$ cat src/rtl/dpa_pkg.sv
// -----------------------------------------------------------------------------
// dpa_pkg -- definitions shared by the photo-album framebuffer writer and
// the framebuffer scan-out reader.
//
// Contents:
//   ADDR_W, PIX_W  image-memory word address width and RGB pixel width
//   TAG_W          pixel plus {sof, eol} tags, as stored in the scan-out FIFO
//   FB_PTR_ADDR    IM word holding the framebuffer base pointer
//   scan_state_e   scan-out FSM encoding
//   rgb_to_gray()  luma approximation used when GRAY_OUT_EN is defined
// -----------------------------------------------------------------------------
package dpa_pkg;

  localparam int ADDR_W = 20;
  localparam int PIX_W  = 24;
  localparam int TAG_W  = PIX_W + 2;

  localparam logic [ADDR_W-1:0] FB_PTR_ADDR = 20'd1;

  typedef enum logic [2:0] {
    ST_IDLE,
    ST_PTR_REQ,
    ST_PTR_WAIT,
    ST_SCAN,
    ST_DRAIN
  } scan_state_e;

  // Y = (R + 2G + B) / 4. The 10-bit sum cannot overflow (max 1020).
  function automatic logic [PIX_W-1:0] rgb_to_gray(input logic [PIX_W-1:0] rgb);
    logic [9:0] sum;
    logic [7:0] y;
    sum = {2'b00, rgb[23:16]} + {1'b0, rgb[15:8], 1'b0} + {2'b00, rgb[7:0]};
    y   = 8'(sum >> 2);
    return {y, y, y};
  endfunction

endpackage

$ cat src/rtl/px_fifo.sv
// -----------------------------------------------------------------------------
// px_fifo -- synchronous FIFO buffering tagged pixels between the image
// memory read pipeline and the pixel output interface.
//
// Parameters: WIDTH entry width, DEPTH entries (power of two, >= 2).
// Ports:
//   clk_i, rst_ni   clock, asynchronous active-low reset
//   push_i, data_i  write request and data
//   pop_i           read request; data_o is the head entry (show-ahead)
//   full_o, empty_o occupancy flags
//   count_o         number of stored entries (0..DEPTH)
// A push and a pop in the same cycle on a full FIFO are both honoured.
// -----------------------------------------------------------------------------
module px_fifo #(
  parameter int WIDTH = 26,
  parameter int DEPTH = 4
) (
  input  logic                     clk_i,
  input  logic                     rst_ni,
  input  logic                     push_i,
  input  logic [WIDTH-1:0]         data_i,
  input  logic                     pop_i,
  output logic [WIDTH-1:0]         data_o,
  output logic                     full_o,
  output logic                     empty_o,
  output logic [$clog2(DEPTH):0]   count_o
);

  localparam int PTR_W = $clog2(DEPTH);
  localparam int CNT_W = PTR_W + 1;

  logic [WIDTH-1:0] mem_q [DEPTH];
  logic [PTR_W-1:0] wr_ptr_q;
  logic [PTR_W-1:0] rd_ptr_q;
  logic [CNT_W-1:0] count_q;
  logic             do_push;
  logic             do_pop;

  assign empty_o = (count_q == '0);
  assign full_o  = (count_q == CNT_W'(DEPTH));
  assign do_pop  = pop_i && !empty_o;
  assign do_push = push_i && (!full_o || do_pop);
  assign data_o  = mem_q[rd_ptr_q];
  assign count_o = count_q;

  // NOTE: storage has no reset; the empty flag guards every read, and
  // leaving it out keeps the array as plain flops or a register file.
  always_ff @(posedge clk_i) begin
    if (do_push) mem_q[wr_ptr_q] <= data_i;
  end

  // NOTE: sequential state uses non-blocking assignments so every register
  // samples pre-edge values regardless of statement order.
  always_ff @(posedge clk_i or negedge rst_ni) begin
    if (!rst_ni) begin
      wr_ptr_q <= '0;
      rd_ptr_q <= '0;
      count_q  <= '0;
    end else begin
      if (do_push) wr_ptr_q <= wr_ptr_q + PTR_W'(1);
      if (do_pop)  rd_ptr_q <= rd_ptr_q + PTR_W'(1);
      case ({do_push, do_pop})
        2'b10:   count_q <= count_q + CNT_W'(1);
        2'b01:   count_q <= count_q - CNT_W'(1);
        default: count_q <= count_q;
      endcase
    end
  end

endmodule

$ cat src/rtl/fb_scanout.sv
// -----------------------------------------------------------------------------
// fb_scanout -- reads one H_RES x V_RES frame of 24-bit RGB words from image
// memory and streams it on a valid/ready pixel interface.
//
// On start: fetch the base pointer from IM[FB_PTR_ADDR], then issue one read
// per cycle at base+index while the FIFO has room for the result, tag each
// pixel with sof/eol, and finish once the last pixel has been accepted.
//
// Ports:
//   clk, reset     clock, asynchronous active-low reset
//   start          one-cycle pulse, honoured only when idle
//   IM_A, IM_Q     image memory address / read data (1-cycle read latency)
//   IM_WEN         image memory write enable, held at 1 (read)
//   px_data        pixel at the FIFO head, 0 when nothing is valid
//   px_valid, px_ready  pixel handshake
//   px_sof, px_eol first pixel of frame / last pixel of line
//   busy           from accepted start until the last pixel is accepted
//   frame_done     one-cycle pulse after the last pixel handshake
//
// Build option: define GRAY_OUT_EN to output {Y,Y,Y} with Y=(R+2G+B)>>2.
// -----------------------------------------------------------------------------
module fb_scanout
  import dpa_pkg::*;
#(
  parameter int                H_RES       = 256,
  parameter int                V_RES       = 256,
  parameter logic [ADDR_W-1:0] FB_PTR_ADDR = dpa_pkg::FB_PTR_ADDR,
  parameter int                FIFO_DEPTH  = 4
) (
  input  logic              clk,
  input  logic              reset,
  input  logic              start,
  output logic [ADDR_W-1:0] IM_A,
  input  logic [PIX_W-1:0]  IM_Q,
  output logic              IM_WEN,
  output logic [PIX_W-1:0]  px_data,
  output logic              px_valid,
  input  logic              px_ready,
  output logic              px_sof,
  output logic              px_eol,
  output logic              busy,
  output logic              frame_done
);

  localparam int                CNT_W    = $clog2(FIFO_DEPTH) + 1;
  localparam logic [ADDR_W-1:0] LAST_IDX = ADDR_W'(H_RES * V_RES - 1);
  localparam logic [ADDR_W-1:0] H_MASK   = ADDR_W'(H_RES - 1);

  scan_state_e       state_q, state_d;
  logic [ADDR_W-1:0] base_q, base_d;
  logic [ADDR_W-1:0] pix_cnt_q, pix_cnt_d;
  logic              inflight_q, inflight_d;
  logic              tag_sof_q, tag_sof_d;
  logic              tag_eol_q, tag_eol_d;

  logic              issue;
  logic              done_c;
  logic [CNT_W-1:0]  fifo_count;
  logic [CNT_W-1:0]  occupancy;
  logic              fifo_full;
  logic              fifo_empty;
  logic [TAG_W-1:0]  fifo_head;
  logic [PIX_W-1:0]  head_px;
  logic [PIX_W-1:0]  out_px;

  // Entries already stored plus the one read still on its way back; issuing
  // only below FIFO_DEPTH guarantees every returning word has a slot.
  assign occupancy = fifo_count + CNT_W'(inflight_q);

  always_comb begin
    // NOTE: every combinational output gets a default first so no path
    // through the case statement can infer a latch.
    state_d   = state_q;
    base_d    = base_q;
    pix_cnt_d = pix_cnt_q;
    IM_A      = '0;
    issue     = 1'b0;
    done_c    = 1'b0;

    case (state_q)
      ST_IDLE: begin
        if (start) state_d = ST_PTR_REQ;
      end
      ST_PTR_REQ: begin
        IM_A    = FB_PTR_ADDR;
        state_d = ST_PTR_WAIT;
      end
      ST_PTR_WAIT: begin
        base_d    = IM_Q[ADDR_W-1:0];
        pix_cnt_d = '0;
        state_d   = ST_SCAN;
      end
      ST_SCAN: begin
        // Address wraps modulo 2^20 by construction of the adder width.
        IM_A = base_q + pix_cnt_q;
        if (!fifo_full && (occupancy < CNT_W'(FIFO_DEPTH))) begin
          issue = 1'b1;
          if (pix_cnt_q == LAST_IDX) state_d   = ST_DRAIN;
          else                       pix_cnt_d = pix_cnt_q + ADDR_W'(1);
        end
      end
      ST_DRAIN: begin
        if (fifo_empty && !inflight_q) begin
          done_c  = 1'b1;
          state_d = ST_IDLE;
        end
      end
      default: state_d = ST_IDLE;
    endcase
  end

  // Tags travel alongside the outstanding read and join the data on capture.
  assign inflight_d = issue;
  assign tag_sof_d  = issue && (pix_cnt_q == '0);
  assign tag_eol_d  = issue && ((pix_cnt_q & H_MASK) == H_MASK);

  always_ff @(posedge clk or negedge reset) begin
    if (!reset) begin
      state_q    <= ST_IDLE;
      base_q     <= '0;
      pix_cnt_q  <= '0;
      inflight_q <= 1'b0;
      tag_sof_q  <= 1'b0;
      tag_eol_q  <= 1'b0;
    end else begin
      state_q    <= state_d;
      base_q     <= base_d;
      pix_cnt_q  <= pix_cnt_d;
      inflight_q <= inflight_d;
      tag_sof_q  <= tag_sof_d;
      tag_eol_q  <= tag_eol_d;
    end
  end

  px_fifo #(
    .WIDTH (TAG_W),
    .DEPTH (FIFO_DEPTH)
  ) u_px_fifo (
    .clk_i   (clk),
    .rst_ni  (reset),
    .push_i  (inflight_q),
    .data_i  ({IM_Q, tag_sof_q, tag_eol_q}),
    .pop_i   (px_ready),
    .data_o  (fifo_head),
    .full_o  (fifo_full),
    .empty_o (fifo_empty),
    .count_o (fifo_count)
  );

  assign head_px = fifo_head[TAG_W-1:2];

`ifdef GRAY_OUT_EN
  assign out_px = rgb_to_gray(head_px);
`else
  assign out_px = head_px;
`endif

  // Outputs are forced to 0 while empty so reset clears them even though
  // the FIFO storage itself is not reset.
  assign px_valid   = !fifo_empty;
  assign px_data    = px_valid ? out_px : '0;
  assign px_sof     = px_valid && fifo_head[1];
  assign px_eol     = px_valid && fifo_head[0];
  assign IM_WEN     = 1'b1;
  assign frame_done = done_c;
  assign busy       = (state_q != ST_IDLE) && !done_c;

endmodule

$ cat config.mk
export PLATFORM = sky130hd
export DESIGN_NAME = fb_scanout
export DESIGN_NICKNAME = d
export VERILOG_FILES = /design/src/rtl/dpa_pkg.sv /design/src/rtl/px_fifo.sv /design/src/rtl/fb_scanout.sv
export SDC_FILE = /design/constraint.sdc
export NUM_CORES = 1
export LEC_CHECK = 0
export CAP_MARGIN = 20
export CORE_MARGIN = 8
export CORE_UTILIZATION = 40
export DETAILED_ROUTE_END_ITERATION = 7
export PLACE_DENSITY_LB_ADDON = 0.12
export SYNTH_ARGS = -nofsm -noshare
export SYNTH_HDL_FRONTEND = slang
export SYNTH_HIERARCHICAL = 1
export SYNTH_SLANG_ARGS = --single-unit
$ cat constraint.sdc
create_clock -name clk -period 2.6 [get_ports clk]
set_input_delay 0.39 -clock clk [delete_from_list [all_inputs] [get_ports clk]]
set_output_delay 0.39 -clock clk [all_outputs]
set_load 0.02 [all_outputs]
==> flow_metrics.tcl, run 1 <==
set metrics [dict create \
    critPathBufInv 2 \
    die_h_um 156 \
    synth_nets 664 \
    die_area_um2 24200 \
    synth_top_cell_by_area "edfxtp_1" \
    path_delay_family "compound AO/OA/AOI/OAI gates" \
    synth_fa_ha_area_share_pct 4.69 \
    critPathMaxStageDelay_ps 390 \
    synth_seq_cells 157 \
    fmax_mhz 327 \
    endpoint_kind "output port" \
    synthDistinctLibCells 66 \
    synth-simple-area-share_pct 14.5 \
    path_depth 10 \
    cts_max_path_buffers 2 \
    clkSinkCount 157 \
    grt_pass1_wl_um 32000 \
    remaining_drc_errors 0 \
    reg2reg_from "u_px_fifo/count_o[0]" \
    period_share_pct 118 \
    fill_cells 1663 \
    synthToLayoutAreaGrowth_pct 37.5 \
    synth_edf_count 104 \
    synthArstFlopShare_pct 33.8 \
    violations "setup timing" \
    cts_root_buffer "clkbuf_16" \
    numPortBuffers 76 \
    layout_commonest_cell "buf_4" \
    holdCritPathClass "in -> async" \
    antennaDiodeCount 0 \
    slew_headroom_pct 56.1 \
    syn_area_um2 7790 \
    globalRoute.totalOverflow 0 \
    arrival_ps 2670 \
    cts_tree "built" \
    seqPwrFrac_pct 33.5 \
    htreeDepth 4 \
    worst_r2r_path_depth 9 \
    yosysWarningCount 6 \
    vias_per_cell 5.18 \
    routedWlPerCell_um 18.7 \
    grt_max_degree 31 \
    initialDrtViolationCount 249 \
    nNetsFinal 855 \
    finalSetupViolCount 14 \
    hold_viol_final 0 \
    fin_crit_ps 3060 \
    avgSynthCellArea_um2 12.8 \
    synth_top_family_by_area "simple AND/OR/NAND/NOR gates" \
    cp.required_ps 2210 \
    p_int_uw 6770 \
    ant_nets 0 \
    clk_latency_ps 410 \
    pre_cts_slack_ps -573 \
    place.gp.congestion 0.894 \
    worst-path-max-fanout 3 \
    setup_ws_ps -461 \
    antenna_found_initial 0 \
    vdd_drop_max_v 0.000450 \
    wirelength_um 20200 \
    switching_share_pct 34.8 \
    drive_above_1_share_pct 36.5 \
    place_hpwl_um 14200 \
    path_clk_slew_ps 70 \
    grtUsageTotal_pct 17.0 \
    crit_type "reg -> out" \
    core_area_um2 19300 \
    grt_pass1_vias 5864 \
    synth_ff_type "edfxtp_1" \
    drtPass1Iterations 5 \
    yosys-top-cells-area "edfxtp_1 (40%), dfrtp_1 (17%), mux4_2 (7.5%)" \
    drv_slew 0 \
    p_clk_share_pct 23.5 \
    synth-compound-area-share_pct 7.11 \
    layout_common_cells "buf_4 (115), edfxtp_1 (104), dfrtp_1 (49), nor2_1 (45), nand2_1 (37)" \
    slowest_stage "dfrtp_1" \
    tns_ps -3430 \
    ys_seq_area_share_pct 57.1 \
    skew_ps 10.4 \
    status "complete, but fails checks" \
    p_sw_uw 3620 \
    worst_setup_path_start_kind "register" \
    synthMuxAreaShare_pct 11.5 \
    synth_xor_area_share_pct 2.58 \
    vias 5581 \
    path_cells "ha_2 -> inv_2 -> fa_2 -> nor2b_2 -> o211ai_1 -> a31oi_2 -> o311a_1 -> o21ai_1 -> nor3b_2 -> buf_4" \
    cp-startpoint "base_q[0]" \
    synth_cells 608 \
    drv_cap 0 \
    ios 78 \
    worst_slew_pin_slew_ps 649 \
    synth_top_area_share_pct 40.1 \
    powerDensity_nw_per_um2 969 \
    numCtsBuffers 17 \
    row_count 51 \
    pwr-share-comb_pct 43.0 \
    die_x_um 156 \
    rsz0062_at_grt "true" \
    initial_core_util_pct 40.4 \
    p_leak_uw 0.00427 \
]
[cells in the mapped netlist (3+ instances only)]
library cell	n
o21ai_0	14
edfxtp_1	104
dfrtp_1	53
nand2_1	40
and3_1	4
mux4_2	26
nor2_1	50
nor2b_1	30
a21oi_1	20
a21o_1	6
nor3_1	17
clkbuf_1	15
o211ai_1	3
a31oi_1	3
xnor2_1	6
buf_4	3
ha_1	26
mux2_2	19
mux2i_1	8
and2_1	5
inv_1	22
a211oi_1	3
o21a_1	3
nand2b_1	4
xor2_1	17
nand4_1	17
buf_2	3
o21ai_1	7
nor4_1	4
and2_2	4
nor3b_1	4
nand3_1	25
[layer usage]
layer  GRT usage (%)  share of wire (%)
met5               0                  0
met4            4.57                1.0
met3            3.46                4.5
met2            28.8                 50
met1            21.9                 44
[power groups by stage]
stage	logic (uW)	clock network [uW]	registers, uW
after floorplan	2610	0	3450
after global placement	4420	0	3480
after detailed placement	4430	0	3510
after CTS	4390	2500	3450
after global routing	4810	2610	3520
final	4460	2440	3480
[metrics by stage]
stage	cell area (um^2)	cells	utilization (%)	power [uW]	hold slack [ps]
2_1_floorplan	7800	608	-	6060	94.4
3_3_place_gp	9600	1030	49.8	7900	311
5_1_grt	10700	1077	55.6	10900	430
4_1_cts	10500	1070	54.3	10300	397
6_report	10700	1077	55.6	10400	405
3_5_place_dp	9600	1030	49.8	7940	309
[kinds of logic after synthesis]
family / Yosys count
AND/OR/NAND/NOR: 217
flip-flops: 157
AO/OA/AOI/OAI: 82
multiplexers: 54
buffers and inverters: 46
adder cells (fa/ha/maj): 28
XOR/XNOR: 23
other: 1
[area by class of cell]
cell class / instances / area [um^2] / share of cell area (%)
repair buffers: 196 / 1680 / 15.7
multi-input cells: 405 / 3580 / 33.4
well taps: 265 / 332 / 3.09
flip-flops and latches: 157 / 4450 / 41.6
clock inverters: 15 / 160 / 1.49
inverters: 22 / 82.6 / 0.771
clock buffers: 17 / 425 / 3.97
[final timing paths]
check / endpoint / slack (ps)
setup / recovery: IM_A[16] / -460
hold / removal: base_q[11] / 400
setup reg to reg: u_px_fifo/count_o[2] / 280
hold reg to reg: u_px_fifo/mem_q[1][0] / 500
max in group asynchronous: u_px_fifo/rd_ptr_q[0] / 1540
min in group clk: u_px_fifo/mem_q[1][0] / 500
[what timing repair did]
item,CTS,global route
setup buffers,8,8
hold buffers,1,0
gates resized for setup,175,39
pin swaps,15,28
endpoints found under the hold margin,12,0
setup endpoints to repair,45,20
[registers in the layout (all words and copies together) (netlist names)]
| signal | count |
|---|---|
| u_px_fifo/mem_q | 104 |
| base_q | 20 |
| pix_cnt_q | 20 |
| state_q | 3 |
| u_px_fifo/count_o | 3 |
| u_px_fifo/rd_ptr_q | 2 |
| u_px_fifo/wr_ptr_q | 2 |
| inflight_q | 1 |
| tag_eol_q | 1 |
| tag_sof_q | 1 |
Power figures use the tool's default switching activity.
==> run 2, diff against run 1 <==
CORE_MARGIN = 1   (was 8)
==> run 2 against run 1 <==
Against the previous run: the run still ends with setup timing left; global-route usage up 3.4 points; sequential share of layout area increased by 0.24 points; register-to-register slack gained 20 ps; final cell count down 1.2%; utilization increased by 0.73 points; clock skew grew 3.5 ps; via count rose by 0.66%; non-clock buffer count is 8 lower; sequential cell count is the same; critical path type unchanged; critical endpoint is now IM_A[12]; largest cell class unchanged; largest power group unchanged.
==> flow_metrics.tcl, run 2 (synthesized netlist as in run 1, its figures left out) <==
set metrics [dict create \
    synthToLayoutAreaGrowth_pct 36.6 \
    skew_ps 13.9 \
    core_area_um2 18900 \
    die_x_um 142 \
    worst_setup_path_start_kind "register" \
    routedWlPerCell_um 18.3 \
    place.gp.congestion 0.886 \
    nNetsFinal 847 \
    fin_cells 1064 \
    cp.required_ps 2210 \
    met3WireLength_um 889 \
    critPathBufInv 3 \
    period_share_pct 120 \
    place_hpwl_um 13500 \
    grt_pass1_vias 5713 \
    antenna_found_initial 0 \
    setup_ws_ps -515 \
    vdd_drop_max_v 0.000471 \
    die_h_um 142 \
    powerDensity_nw_per_um2 971 \
    crit_type "reg -> out" \
    endpoint_kind "output port" \
    grt_max_degree 31 \
    largest_reg_flops 104 \
    placed_cells 1024 \
    row_count 50 \
    clk_latency_ps 430 \
    initial_core_util_pct 41.3 \
    drive_above_1_share_pct 35.1 \
    violations "setup timing" \
    fmax_mhz 321 \
    grt_pass1_wl_um 30700 \
    finalSetupViolCount 17 \
    wl_met2_um 9500 \
    largest_registers "u_px_fifo/mem_q x104, base_q x20, pix_cnt_q x20" \
    cts_root_buffer "clkbuf_16" \
    clkSinkCount 157 \
    cts_max_path_buffers 2 \
    rsz0062_at_grt "true" \
    slew_headroom_pct 51.4 \
    layout_commonest_cell "buf_4" \
    drv_slew 0 \
    fin_crit_ps 3120 \
    remaining_drc_errors 0 \
    htreeDepth 4 \
    crit_path_frequent_cell "buf_4" \
    drv_cap 0 \
    p_leak_uw 0.00425 \
    path_clk_slew_ps 70 \
    drtPass1Iterations 5 \
    worst_slew_pin_slew_ps 719 \
    ant_nets 0 \
    arrival_ps 2730 \
    met1Wirelength_um 8800 \
    cts_tree "built" \
    critPathMaxStageDelay_ps 420 \
    wirelength_um 19400 \
    status "complete, but fails checks" \
    routed.top_layer "met4" \
    vias_per_cell 5.28 \
    path_cells "ha_2 -> inv_2 -> fa_2 -> nor2b_2 -> o211ai_1 -> a31oi_2 -> o41ai_2 -> buf_4 -> xor2_2 -> nor2_1 -> buf_4" \
    vias 5618 \
    holdCritPathClass "in -> async" \
    layout_common_cells "buf_4 (108), edfxtp_1 (104), dfrtp_1 (52), nor2_1 (45), nand2_1 (38)" \
    initialDrtViolationCount 261 \
    die_area_um2 20000 \
    ios 78 \
    grtUsageTotal_pct 20.4 \
    numPortBuffers 76 \
    globalRoute.totalOverflow 0 \
    fin_total_pwr_uw 10300 \
    largest-register "u_px_fifo/mem_q" \
    numCtsBuffers 17 \
    worst-path-max-fanout 3 \
    antennaDiodeCount 0 \
    path_delay_family "compound AO/OA/AOI/OAI gates" \
    hold_viol_final 0 \
    slowest_stage "o211ai_1" \
]
run 2: changes by cell type in the layout (fill, tap and decap cells not counted), sizes merged, moves of 2 or more:
cell | before | now
clkinvlp | 4 | 0
dlygate4sd2 | 25 | 28
buf | 137 | 128
clkdlybuf4s50 | 32 | 30
inv | 27 | 30
run 2: final timing paths:
kind | to | startpoint | depth (start not counted) | slack, ps
setup / recovery | IM_A[12] | base_q[0] | 11 | -520
hold / removal | state_q[0] | reset | 2 | 490
setup reg to reg | u_px_fifo/count_o[2] | u_px_fifo/count_o[0] | 9 | 300
hold reg to reg | u_px_fifo/mem_q[3][0] | tag_eol_q | 0 | 500
max in group asynchronous | u_px_fifo/wr_ptr_q[0] | reset | 3 | 1500
min in group clk | u_px_fifo/mem_q[3][0] | tag_eol_q | 0 | 500
run 2: repair_timing:
item | in CTS | in global routing
pin swaps | 38 | 19
setup endpoints to repair | 45 | 18
hold endpoints to repair | 16 | 0
hold buffers | 1 | 0
resized for setup | 178 | 26
setup buffers | 6 | 2
run 2: area by class of cell:
cell class / count / area [um^2]
timing repair buffer: 188 / 1610
tap: 260 / 325
sequential: 157 / 4450
clock buffer: 18 / 450
clock inverter: 14 / 146
inverter: 22 / 82.6
multi-input combinational: 405 / 3580
fill: 1585 / 8250
run 2: stage by stage:
step                setup WS, ps  util [%]  setup TNS [ps]  hold slack [ps]  instance area (um^2)
floorplan                   29.5         -               0             94.4                  7800
global placement            -484      50.8           -4990              419                  9590
detailed placement          -539      50.8           -5860              423                  9590
CTS                         -489      55.6           -3750              501                 10500
global route                -649      56.3           -6320              514                 10600
finish                      -515      56.3           -4600              486                 10600
run 2: worst register-to-register path, stage by stage (launching register included):
cell	delay, ps
dfrtp_1	460
or3b_1	440
o21a_4	240
inv_1	60
ha_1	180
inv_1	60
fa_1	370
xor2_1	150
nor2_1	110
xor2_1	160
run 2: per-layer routing:
metal | vias up | GRT usage, %
met5 | - | 0
met4 | 0 | 5.77
met3 | 19 | 3.48
met2 | 149 | 34.2
met1 | 2809 | 27.2
li1 | 2641 | -
run 2: where the power goes:
group	internal [uW]	switching, uW
registers	3250	218
clock network	1410	1070
logic	2050	2350
total	6700	3630
